## config.mk

```make
export PLATFORM = sky130hd
export DESIGN_NAME = wb_stage
export DESIGN_NICKNAME = d
export VERILOG_FILES = /design/src/rtl/mips_pkg.sv /design/src/rtl/load_extend.sv /design/src/rtl/wb_stage.sv
export SDC_FILE = /design/constraint.sdc
export NUM_CORES = 1
export LEC_CHECK = 0
export CORE_MARGIN = 2
export CORE_UTILIZATION = 24
export CTS_CLUSTER_SIZE = 30
export DETAILED_ROUTE_END_ITERATION = 10
export SYNTH_ARGS = -nofsm -noshare
export SYNTH_HDL_FRONTEND = slang
export SYNTH_SLANG_ARGS = --single-unit
```

## constraint.sdc

```tcl
create_clock -name clk -period 2.1 [get_ports clk]
set_input_delay 0.63 -clock clk [delete_from_list [all_inputs] [get_ports clk]]
set_output_delay 0.63 -clock clk [all_outputs]
set_load 0.05 [all_outputs]
```

## src/rtl/mips_pkg.sv

```systemverilog
// Shared MIPS pipeline definitions: datapath constants, load-type encodings
// and the writeback-stage FSM state type.
package mips_pkg;

    localparam int DATA_W = 32;
    localparam int REG_AW = 5;

    localparam logic [2:0] LT_LW  = 3'd0;
    localparam logic [2:0] LT_LH  = 3'd1;
    localparam logic [2:0] LT_LHU = 3'd2;
    localparam logic [2:0] LT_LB  = 3'd3;
    localparam logic [2:0] LT_LBU = 3'd4;

    typedef enum logic [1:0] {
        ST_IDLE     = 2'd0,
        ST_WAIT_MEM = 2'd1,
        ST_WRITE    = 2'd2,
        ST_DRAIN    = 2'd3
    } wb_state_t;

    // Unused encodings 5-7 behave as a full-word load.
    function automatic logic is_word_load(input logic [2:0] load_type);
        is_word_load = (load_type == LT_LW) || (load_type > LT_LBU);
    endfunction

endpackage

```

## src/rtl/load_extend.sv

```systemverilog
// Big-endian byte/halfword selection and sign/zero extension of a loaded word,
// plus detection of offsets that are illegal for the access width.
module load_extend
    import mips_pkg::*;
(
    input  logic [2:0]  i_load_type,
    input  logic [1:0]  i_offset,
    input  logic [31:0] i_rdata,
    output logic [31:0] o_data,
    output logic        o_misalign
);

    logic [7:0]  w_byte;
    logic [15:0] w_half;

    // Byte 0 is the most significant byte of the word.
    always_comb begin
        case (i_offset)
            2'd0:    w_byte = i_rdata[31:24];
            2'd1:    w_byte = i_rdata[23:16];
            2'd2:    w_byte = i_rdata[15:8];
            2'd3:    w_byte = i_rdata[7:0];
            default: w_byte = i_rdata[31:24];
        endcase
        if (i_offset[1]) begin
            w_half = i_rdata[15:0];
        end else begin
            w_half = i_rdata[31:16];
        end
    end

    // Extension and misalignment per access width.
    always_comb begin
        o_data     = i_rdata;
        o_misalign = 1'b0;
        case (i_load_type)
            LT_LH: begin
                o_data     = {{16{w_half[15]}}, w_half};
                o_misalign = i_offset[0];
            end
            LT_LHU: begin
                o_data     = {16'h0000, w_half};
                o_misalign = i_offset[0];
            end
            LT_LB:   o_data = {{24{w_byte[7]}}, w_byte};
            LT_LBU:  o_data = {24'h000000, w_byte};
            default: begin
                o_data     = i_rdata;
                o_misalign = is_word_load(i_load_type) && (i_offset != 2'd0);
            end
        endcase
    end

endmodule

```

## src/rtl/wb_stage.sv

```systemverilog
// MIPS writeback stage: accepts one retiring instruction, waits for load data
// when needed, and issues a single-cycle register-file write.
module wb_stage
    import mips_pkg::*;
#(
    parameter int DATA_W = mips_pkg::DATA_W,
    parameter int REG_AW = mips_pkg::REG_AW
) (
    input  logic              clk,
    input  logic              rst,
    input  logic              in_valid,
    output logic              in_ready,
    input  logic              in_regWrite,
    input  logic              in_memToReg,
    input  logic [2:0]        in_loadType,
    input  logic [REG_AW-1:0] in_writeReg,
    input  logic [DATA_W-1:0] in_aluResult,
    input  logic [DATA_W-1:0] mem_rdata,
    input  logic              mem_rdataValid,
    input  logic              flush,
    output logic              WB,
    output logic [REG_AW-1:0] writeReg,
    output logic [DATA_W-1:0] writeData,
    output logic              misalign
);

    wb_state_t         r_state;
    logic              r_wb;
    logic              r_misalign;
    logic [REG_AW-1:0] r_write_reg;
    logic [DATA_W-1:0] r_write_data;
    logic              r_wr_en;
    logic [2:0]        r_load_type;
    logic [1:0]        r_offset;

    logic              w_accept;
    logic              w_alu_wr_en;
    logic [31:0]       w_ext_data;
    logic              w_ext_misalign;

    load_extend u_load_extend (
        .i_load_type (r_load_type),
        .i_offset    (r_offset),
        .i_rdata     (mem_rdata),
        .o_data      (w_ext_data),
        .o_misalign  (w_ext_misalign)
    );

    assign in_ready    = !rst && ((r_state == ST_IDLE) || (r_state == ST_WRITE));
    assign w_accept    = in_valid && in_ready && !flush;
    assign w_alu_wr_en = in_regWrite && (in_writeReg != {REG_AW{1'b0}});

    // r_wb is only ever high in WRITE, so a flush there cancels the write.
    assign WB        = r_wb && !flush;
    assign misalign  = r_misalign && !flush;
    assign writeReg  = r_write_reg;
    assign writeData = r_write_data;

    // Writeback FSM with registered write strobe, address and data.
    always_ff @(posedge clk) begin
        if (rst) begin
            r_state      <= ST_IDLE;
            r_wb         <= 1'b0;
            r_misalign   <= 1'b0;
            r_write_reg  <= {REG_AW{1'b0}};
            r_write_data <= {DATA_W{1'b0}};
            r_wr_en      <= 1'b0;
            r_load_type  <= LT_LW;
            r_offset     <= 2'd0;
        end else begin
            r_wb       <= 1'b0;
            r_misalign <= 1'b0;
            case (r_state)
                ST_IDLE, ST_WRITE: begin
                    if (w_accept) begin
                        r_write_reg <= in_writeReg;
                        r_wr_en     <= w_alu_wr_en;
                        r_load_type <= in_loadType;
                        r_offset    <= in_aluResult[1:0];
                        if (in_memToReg) begin
                            r_state <= ST_WAIT_MEM;
                        end else begin
                            r_state      <= ST_WRITE;
                            r_wb         <= w_alu_wr_en;
                            r_write_data <= in_aluResult;
                        end
                    end else begin
                        r_state <= ST_IDLE;
                    end
                end
                ST_WAIT_MEM: begin
                    if (flush) begin
                        r_state <= mem_rdataValid ? ST_IDLE : ST_DRAIN;
                    end else if (mem_rdataValid) begin
                        r_state      <= ST_WRITE;
                        r_wb         <= r_wr_en;
                        r_write_data <= w_ext_data;
                        r_misalign   <= w_ext_misalign;
                    end else begin
                        r_state <= ST_WAIT_MEM;
                    end
                end
                ST_DRAIN: begin
                    if (mem_rdataValid) begin
                        r_state <= ST_IDLE;
                    end else begin
                        r_state <= ST_DRAIN;
                    end
                end
                default: r_state <= ST_IDLE;
            endcase
        end
    end

endmodule

```

### After elaboration in Yosys (flattened, before gate mapping)

Cells that the tools add are included.

| storage, ports and cells | value |
|---|---|
| register bits | 47 |
| logic and storage cells | 68 |

| cells by class | value |
|---|---|
| $lt $le $gt $ge | 1 |
| equality and inequality tests | 14 |
| multiplexer cells | 20 |
| bitwise operators | 2 |
| reductions and logical operators | 23 |

Operators with widths:

| cell | count |
|---|---|
| $mux 32 | 4 |
| $pmux 32 s4 | 1 |
| $pmux 32 s2 | 1 |
| $pmux 8 s4 | 1 |
| $mux 16 | 1 |
| $mux 2 | 5 |
| $eq 2x2->1 const B | 4 |
| $ne 2x2->1 const B | 4 |
| $logic_and 1x1->1 | 7 |
| $eq 3x2->1 const B | 2 |
| $pmux 2 s3 | 1 |
| $reduce_or 2->1 | 3 |
| $reduce_and 5->1 | 1 |
| $reduce_bool 5->1 | 1 |
| $eq 2x1->1 const B | 2 |
| $logic_not 2->1 | 2 |
| $mux 1 | 4 |
| $pmux 1 s2 | 2 |
| $reduce_bool 2->1 | 2 |
| $reduce_or 4->1 | 1 |
| $eq 3x1->1 const B | 1 |
| $eq 3x3->1 const B | 1 |
| $gt 3x3->1 const B | 1 |
| $logic_not 3->1 | 1 |
| other kinds (4) | 7 |

### Longest topological paths before layout

Gate-level depths: netlist (run 1).

| logic depth | value |
|---|---|
| word-level depth | 7 |
| depth in mapped cells | 7 |

### Cells and area by module

From an unflattened synthesis (run 1), not the netlist that was laid out.

| second synthesis, totals | value |
|---|---|
| cell total of the unflattened synthesis | 308 |
| area, all modules | 3154.3 µm² |

By module, submodules not included:

| module | times used | cells an instance | area each (µm²) |
|---|---|---|---|
| wb_stage | 1 | 226 | 2358.5 |
| load_extend | 1 | 82 | 795.8 |

### Least setup slack after synthesis (run 1)

OpenSTA, ideal clock, no wires.

| timing path | value |
|---|---|
| path kind | input to register |
| start | input port mem_rdata[7] |
| end | register r_write_data[24] (netlist: writeData[24]) |
| arrival time | 1.991 ns |
| required time | 1.953 ns |
| path slack | -0.038 ns |
| stages on the path | 5 |
| path through | mux4_2 mux2_4 a211oi_4 buf_8 a221oi_2 |

| on the way | value |
|---|---|
| word-level cells in the longest chain between the ends | 5 |

RTL lines:

| item | line | source |
|---|---|---|
| start, declared | wb_stage.sv:18 | `input logic [DATA_W-1:0] mem_rdata,` |
| $pmux 8 s4 | load_extend.sv:18 | `case (i_offset)` |
| $pmux 32 s4 | load_extend.sv:36 | `case (i_load_type)` |
| $mux 32 | wb_stage.sv:94 | `end else if (mem_rdataValid) begin` |
| $mux 32 | wb_stage.sv:92 | `if (flush) begin` |
| $pmux 32 s2 | wb_stage.sv:73 | `case (r_state)` |
| end signal, assigned | wb_stage.sv:66 | `r_write_data <= {DATA_W{1'b0}};` |
| end signal, assigned | wb_stage.sv:85 | `r_write_data <= in_aluResult;` |
| end signal, assigned | wb_stage.sv:97 | `r_write_data <= w_ext_data;` |
| end, declared | wb_stage.sv:31 | `logic [DATA_W-1:0] r_write_data;` |

Every way passes these cells. The select of a mux whose other input is x is not followed.
A chain may end at the register's enable or synchronous reset.

### Worst setup path in the final report (run 1)

| timing path | value |
|---|---|
| start | input port mem_rdata[27] |
| end | register r_write_data[3] (netlist: writeData[3]) |

Same word-level chain as after synthesis.

==> results of run 1 <==
## kinds of logic after synthesis
family,share of synthesized area [%]
xor gates and xnor gates,0.6226
AOI/OAI and AO/OA,30.86
DFF,33.44
buffers and inverters,6.269
adders and majority gates,1.779
muxes,8.492
and+or+nand+nor,18.54
## sequential cells by signal (all words and copies together), names as in the netlist
name / flops
r_misalign: 1
r_offset: 2
r_wr_en: 1
writeReg: 5
r_wb: 1
r_load_type: 3
r_state: 2
writeData: 32
## layout by cell type, fill, tap and decap left out, types with 6 or more instances in the layout
master,synthesis,routed
clkbuf_16,0,6
a32o_1,10,10
dfxtp_1,47,46
and3_1,6,6
clkdlybuf4s50_1,0,53
buf_4,0,92
a21oi_1,13,13
buf_12,0,7
dlygate4sd2_1,0,15
o21ai_0,17,8
dlymetal6s2s_1,0,7
buf_6,3,8
nand2_1,54,54
mux4_2,8,8
a221o_1,8,8
nor2_1,25,25
nand3_1,7,6
a221oi_1,8,7
o21ai_1,0,8
nor3_1,13,12
a221oi_2,10,11
## synth_stat cells, drive strengths merged, types with 2 or more instances
cell type,n
o21ai,17
nand2,54
a21boi,6
a31o,3
and3,6
mux4,8
buf,14
o41ai,6
a221oi,18
a21oi,13
a211o,2
a31oi,2
nor2,25
inv,4
nand3,7
mux2,4
ha,4
a2111oi,6
a221o,8
clkbuf,16
nor2b,5
nand2b,3
dfxtp,47
nor3,13
a32o,10
## worst register-to-register path: stages (launching register included)
cell      delay (ps)
dfxtp_2          340
buf_6            130
mux4_2           530
mux2_4           290
a211oi_4         230
buf_4            160
buf_12           110
a221oi_1          70
## layout make-up
class / instances / share of cell area, %
inverters: 5 / 0.4612
clock buffers: 6 / 2.844
well taps: 143 / 3.664
clock inverters: 2 / 0.3331
multi-input cells: 236 / 37.51
flip-flops and latches: 47 / 19.29
repair buffers: 189 / 35.90
## path summary, 6_finish.rpt
check / to / depth (start not counted)
max: writeData[3]$_SDFFE_PP0P_ / 6
max reg2reg: writeData[18]$_SDFFE_PP0P_ / 7
min reg2reg: writeReg[4]$_SDFFE_PP0P_ / 2
min: writeReg[4]$_SDFFE_PP0P_ / 2
## power by group through the flow
stage	Combinational [uW]	Sequential (uW)	Clock [uW]
after floorplan	207	1020	0
after global placement	607	952	0
after detailed placement	612	952	0
after CTS	629	932	866
after global routing	672	935	888
final	632	933	839
## through the flow
stage                     hold WS, ps  utilization, %  total power [uW]  cells
after global routing            484.6           42.77              2495    628
after floorplan                 464.9               -              1223    317
after global placement          447.8           39.48              1559    612
after CTS                       462.9           42.40              2427    628
final                           458.6           42.77              2404    628
after detailed placement        452.6           39.48              1564    612
## layer usage
metal	wire length, um	vias to the layer above	global-route usage, %
met5	0	-	0
met4	96	0	3.496
met3	616	9	2.754
met2	5353	103	29.56
met1	5114	1512	23.39
li1	-	1547	-
## repair_timing
item                       in CTS  in global routing
setup endpoints to repair      35                 25
pin swaps                      15                  6
buffers inserted                5                  0
hold buffers                    0                  0
gates resized for setup        58                 21
cloned                          3                  0
==> metrics.md, run 1 <==
| Metric | Value |
|---|---|
| Row cnt | `39` |
| Worst Setup SP | `mem_rdata[27]` |
| CP Cell Sequence | `clkdlybuf4s50_1, mux4_2, a21boi_0, a2111oi_2, buf_4, o41ai_2` |
| WP buf/inv | `2` |
| Vias post-DR | `3171` |
| Antenna Nets Post-Route | `0` |
| R2r startpoint | `r_offset[1]$_SDFFE_PP0P_` |
| Starting Density | `24.64%` |
| Status | `complete, no violations` |
| Share of cells above drive strength 1 | `35.67%` |
| Logic pwr share | `26.3%` |
| Sequential-to-total area share from yosys stat | `33.44%` |
| Iteration-0 DRC Markers | `185` |
| Gpl congestion | `0.8826` |
| DIE HEIGHT | `112.3 um` |
| Setup slack at placement | `-792.8 ps` |
| Crit path DAT | `2220 ps` |
| Maximum VDD drop | `0.2900 mV` |
| Static Leak | `0.001971 uW` |
| Power share of the clock group | `34.9%` |
| Sequential Area | `942.2 sq um` |
| Min Tclk post-route | `2067 ps` |
| Fillers | `1151` |
| I/O Pins | `119` |
| Area contributors post-synth | `dfxtp_1 33%, nand2_1 7.2%, mux4_2 6.4%` |
| Number of synthesized flops with an enable pin | `0` |
| Slew margin rel. | `59.01%` |
| Ant. Diodes | `0` |
| Global-route wire length before repair | `17390 um` |
| Die ar. | `0.01261 sq mm` |
| Hpwl dp | `8415 um` |
| Drt drc | `0` |
| Port buffer count | `118` |
| Delay-heaviest family, CP | `buffers and inverters` |
| Dominant cell type by area after synthesis | `dfxtp_1` |
| Crit share post-route | `98.43%` |
| Setup crit end kind | `flop` |
| Skew-Pair Late Insertion Delay | `290 ps` |
| Avg WL per Cell | `17.80 um` |
| Tightest Pin Transition | `614.9 ps` |
| Routed Wire Length | `11180 um` |
| CTS Sinks | `47` |
| Cell Int Power | `1705 uW` |
| Sw frac | `29.08%` |
| Endpoints failing setup | `0` |
| GRT overflow | `0` |
| Sequential share of power | `38.8%` |
| CTS root buf | `clkbuf_16` |
| Area delta synth->final | `73.54%` |
| Post-Syn Instances | `317` |
| Unrepaired setup endpoints after global routing | `false` |
| Area of the core | `0.01142 sq mm` |
| Area share of the largest cell type after synthesis | `33.44%` |
| Post-Syn Area | `0.002814 sq mm` |
| GRT Total Usage | `17.35%` |
| Min-Delay Path Class | `reg2reg` |
| CP required | `2260 ps` |
| TritonCTS buffer count | `5` |
| DIE WIDTH | `112.3 um` |
| Fin worst setup slack | `32.99 ps` |
| Yosys warning total | `0` |
| Max-slew violations | `0` |
| CTS tree | `built` |
| Design area | `0.004883 sq mm` |
| P_sw | `699.2 uW` |
| Worst reg2reg setup slack | `80 ps` |
| Clock Skews | `4.381 ps` |
| H-tree Lvls | `2` |
| Setup Crit Path Kind | `in2reg` |
| Setup TNS | `0 ps` |
| Max cap viols | `0` |
| Drt first pass iters | `4` |
| DP Area | `0.004508 sq mm` |
| Hold Fails Final Rpt | `0` |
| Distinct cells, synth | `48` |
| Via density | `5.049` |
| Nets | `567` |
| Ys flop type | `dfxtp_1` |
| Initial antenna violation count | `0` |
| Area of the multi-input gates | `0.001832 sq mm` |
| Synth Register Bits | `47` |
| CP startpoint kind | `input pin` |
| Slowest stage delay, CP | `450 ps` |
| Post-synth ARST share | `0%` |
| CTS Buffer Depth | `2` |
| Hold path start | `writeReg[4]$_SDFFE_PP0P_` |
| Mapped Nets | `400` |
| Mean Syn Cell Area | `8.877 sq um` |
| Largest net degree at the start of global routing | `49` |
| CP max FO | `2` |
| Worst-path clk slew | `70 ps` |
| PD cells | `492.3 mW/mm^2` |
| Critical-path top delay cell | `mux4_2` |
| Achievable Freq | `483.8 MHz` |
| Vias in the first global route | `3234` |
Power figures use the tool's default switching activity.
==> run 2, diff against run 1 <==
--- a/config.mk
+++ b/config.mk
@@ -5,7 +5,7 @@
 export SDC_FILE = /design/constraint.sdc
 export NUM_CORES = 1
 export LEC_CHECK = 0
-export CORE_MARGIN = 2
+export CORE_MARGIN = 4
 export CORE_UTILIZATION = 24
 export CTS_CLUSTER_SIZE = 30
 export DETAILED_ROUTE_END_ITERATION = 10
==> run 2 against run 1 <==
Effect of this change:
- sequential power about the same
- critical path depth increased by 1
- largest power group is now the clock network
- first-iteration DRC count increased by 33%
- register-to-register slack about the same
- largest cell class is now buffers
- total power increased by 8.6%
- worst setup slack improved by 2.3 ps
- worst hold slack got worse by 1.0 ps
- final area increased by 2.2%
- combinational power increased by 0.9%
- via count increased by 0.38%
==> metrics.md, run 2 (synthesis results as in run 1) <==
| Metric | Value |
|---|---|
| CTS tree | `built` |
| Initial antenna violation count | `2 (+2)` |
| RR Endpoint | `writeData[0]$_SDFFE_PP0P_` |
| GRT Total Usage | `15.94% (-1.4 points)` |
| Hold slack | `457.6 ps (-0.9980 ps)` |
| Row cnt | `39 (unchanged)` |
| Design area | `0.004992 sq mm (+2.2%)` |
| CP max FO | `8 (+6)` |
| Setup slack at placement | `-668.0 ps (+124.8 ps)` |
| Via density | `5.052 (about the same)` |
| Fin worst setup slack | `35.26 ps (+2.271 ps)` |
| Worst r2r path cells | `6 (-1)` |
| Vias post-DR | `3183 (+0.38%)` |
| Maximum VDD drop | `0.3345 mV (+15%)` |
| Most frequent cells in the layout | `93 x buf_4, 53 x nand2_1, 52 x clkdlybuf4s50_1` |
| CTS Buffer Depth | `2 (unchanged)` |
| WL met2 | `5369 um (+0.30%)` |
| Crit share post-route | `98.32% (-0.11 points)` |
| TritonCTS buffer count | `5 (unchanged)` |
| Hold path cells | `2 (unchanged)` |
| GRT overflow | `0 (unchanged)` |
| Avg WL per Cell | `17.77 um (-0.20%)` |
| Max reg flops | `32 (unchanged)` |
| CP required | `2230 ps (-30 ps)` |
| Setup Crit Path Kind | `in2reg` |
| Min-Delay Path Class | `reg2reg` |
| Area of the core | `0.01147 sq mm (+0.43%)` |
| H-tree Lvls | `2 (unchanged)` |
| # hold bufs at CTS | `0 (unchanged)` |
| CTS Sinks | `47 (unchanged)` |
| Setup TNS | `0 ps (unchanged)` |
| Achievable Freq | `484.3 MHz (+0.11%)` |
| Worst-path clk slew | `70 ps (about the same)` |
| Antenna Nets Post-Route | `0 (unchanged)` |
| Top sig layer | `met4` |
| Hpwl dp | `8449 um (+0.40%)` |
| Hold worst-path end | `writeReg[1]$_SDFFE_PP0P_` |
| Unrepaired setup endpoints after global routing | `false` |
| Die ar. | `0.01352 sq mm (+7.3%)` |
| Fillers | `1092 (-5.1%)` |
| Tightest Pin Transition | `626.4 ps (+11.58 ps)` |
| Endpoints failing setup | `0 (unchanged)` |
| Drt drc | `0 (unchanged)` |
| Skew-Pair Late Insertion Delay | `290 ps (about the same)` |
| Gpl congestion | `0.8690 (-1.5%)` |
| Nets | `567 (unchanged)` |
| PD cells | `523.0 mW/mm^2 (+6.2%)` |
| Area delta synth->final | `77.41%` |
| Max cap viols | `0 (unchanged)` |
| Worst reg2reg setup slack | `70 ps (about the same)` |
| M1 wire length | `4892 um (-4.3%)` |
| R2r startpoint | `r_load_type[2]$_SDFFE_PP0P_` |
| Iteration-0 DRC Markers | `246 (+33%)` |
| Routed Wire Length | `11190 um (+0.12%)` |
| Setup crit end kind | `flop` |
| CTS root buf | `clkbuf_16` |
| DIE WIDTH | `116.3 um (+3.6%)` |
| Starting Density | `24.54% (-0.10 points)` |
| Final core occ | `43.54% (+0.77 points)` |
| Global-route wire length before repair | `16880 um (-2.9%)` |
| Min Tclk post-route | `2065 ps (-2.271 ps)` |
| Max-slew violations | `0 (unchanged)` |
| Hold Fails Final Rpt | `0 (unchanged)` |
| I/O Pins | `119 (unchanged)` |
| Crit path DAT | `2200 ps (-20 ps)` |
| Clock Skews | `3.809 ps (-0.5721 ps)` |
| Status | `complete, no violations` |
| Drt first pass iters | `4 (unchanged)` |
| CP startpoint kind | `input pin` |
| Commonest non-fill, non-tap cell in the layout | `buf_4` |
| Hold path start | `writeReg[1]$_SDFFE_PP0P_` |
| Slew margin rel. | `58.24% (-0.77 points)` |
| Largest net degree at the start of global routing | `49 (unchanged)` |
| Met3 routed WL | `822 um (+33%)` |
| Static Leak | `0.002068 uW (+4.9%)` |
| DP Area | `0.004496 sq mm (-0.28%)` |
| Share of cells above drive strength 1 | `35.46% (-0.21 points)` |
| Vias in the first global route | `3209 (-0.77%)` |
| DIE HEIGHT | `116.3 um (+3.6%)` |
| Port buffer count | `118 (unchanged)` |
run 2: cell type report:
class	count	area (sq um)	area share, %
Inverter	5	18.77	0.3759
Antenna cell	2	5.005	0.1003
Clock inverter	2	60.06	1.203
Timing Repair Buffer	190	1837	36.79
Tap cell	143	178.9	3.584
Clock buffer	6	128.9	2.581
Sequential cell	47	942.2	18.87
Multi-Input combinational cell	235	1822	36.49
run 2: how the worst max path moves through the flow:
stage                             start                    endpoint  slack, ps
after global placement     mem_rdata[3]   writeData[3]$_SDFFE_PP0P_       -650
after detailed placement   mem_rdata[0]   writeData[0]$_SDFFE_PP0P_       -670
after floorplan            mem_rdata[7]  writeData[24]$_SDFFE_PP0P_         -5
after global routing      mem_rdata[15]  writeData[20]$_SDFFE_PP0P_        0.4
after CTS                  mem_rdata[0]   writeData[0]$_SDFFE_PP0P_       -110
final                     mem_rdata[15]  writeData[20]$_SDFFE_PP0P_         40
run 2: metal layers:
metal | global-route usage (%) | vias to the layer above
met5 | 0 | -
met4 | 3.403 | 0
met3 | 3.212 | 6
met2 | 26.54 | 105
met1 | 21.44 | 1533
li1 | - | 1539
run 2: report_power, final:
| part | internal, uW | switching (uW) |
|---|---|---|
| clock | 684 | 356 |
| combinational | 322 | 315 |
| sequential | 916 | 18.1 |
run 2: repair_timing:
action | CTS | global route
setup buffers | 5 | 2
cloned | 4 | 0
resized for setup | 37 | 35
pin swaps | 8 | 14
endpoints found under the setup margin | 35 | 31
run 2: critical path, stage by stage:
cell             delay [ps]
clkdlybuf4s15_1         210
mux4_2                  500
mux2_4                  290
a211oi_4                210
buf_6                   150
buf_12                  120
a221oi_1                 80
run 2: per-stage QoR:
stage               power (uW)  std cells
CTS                       2615        628
global placement          1554        611
floorplan                 1223        317
finish                    2611        630
global route              2696        630
detailed placement        1558        611
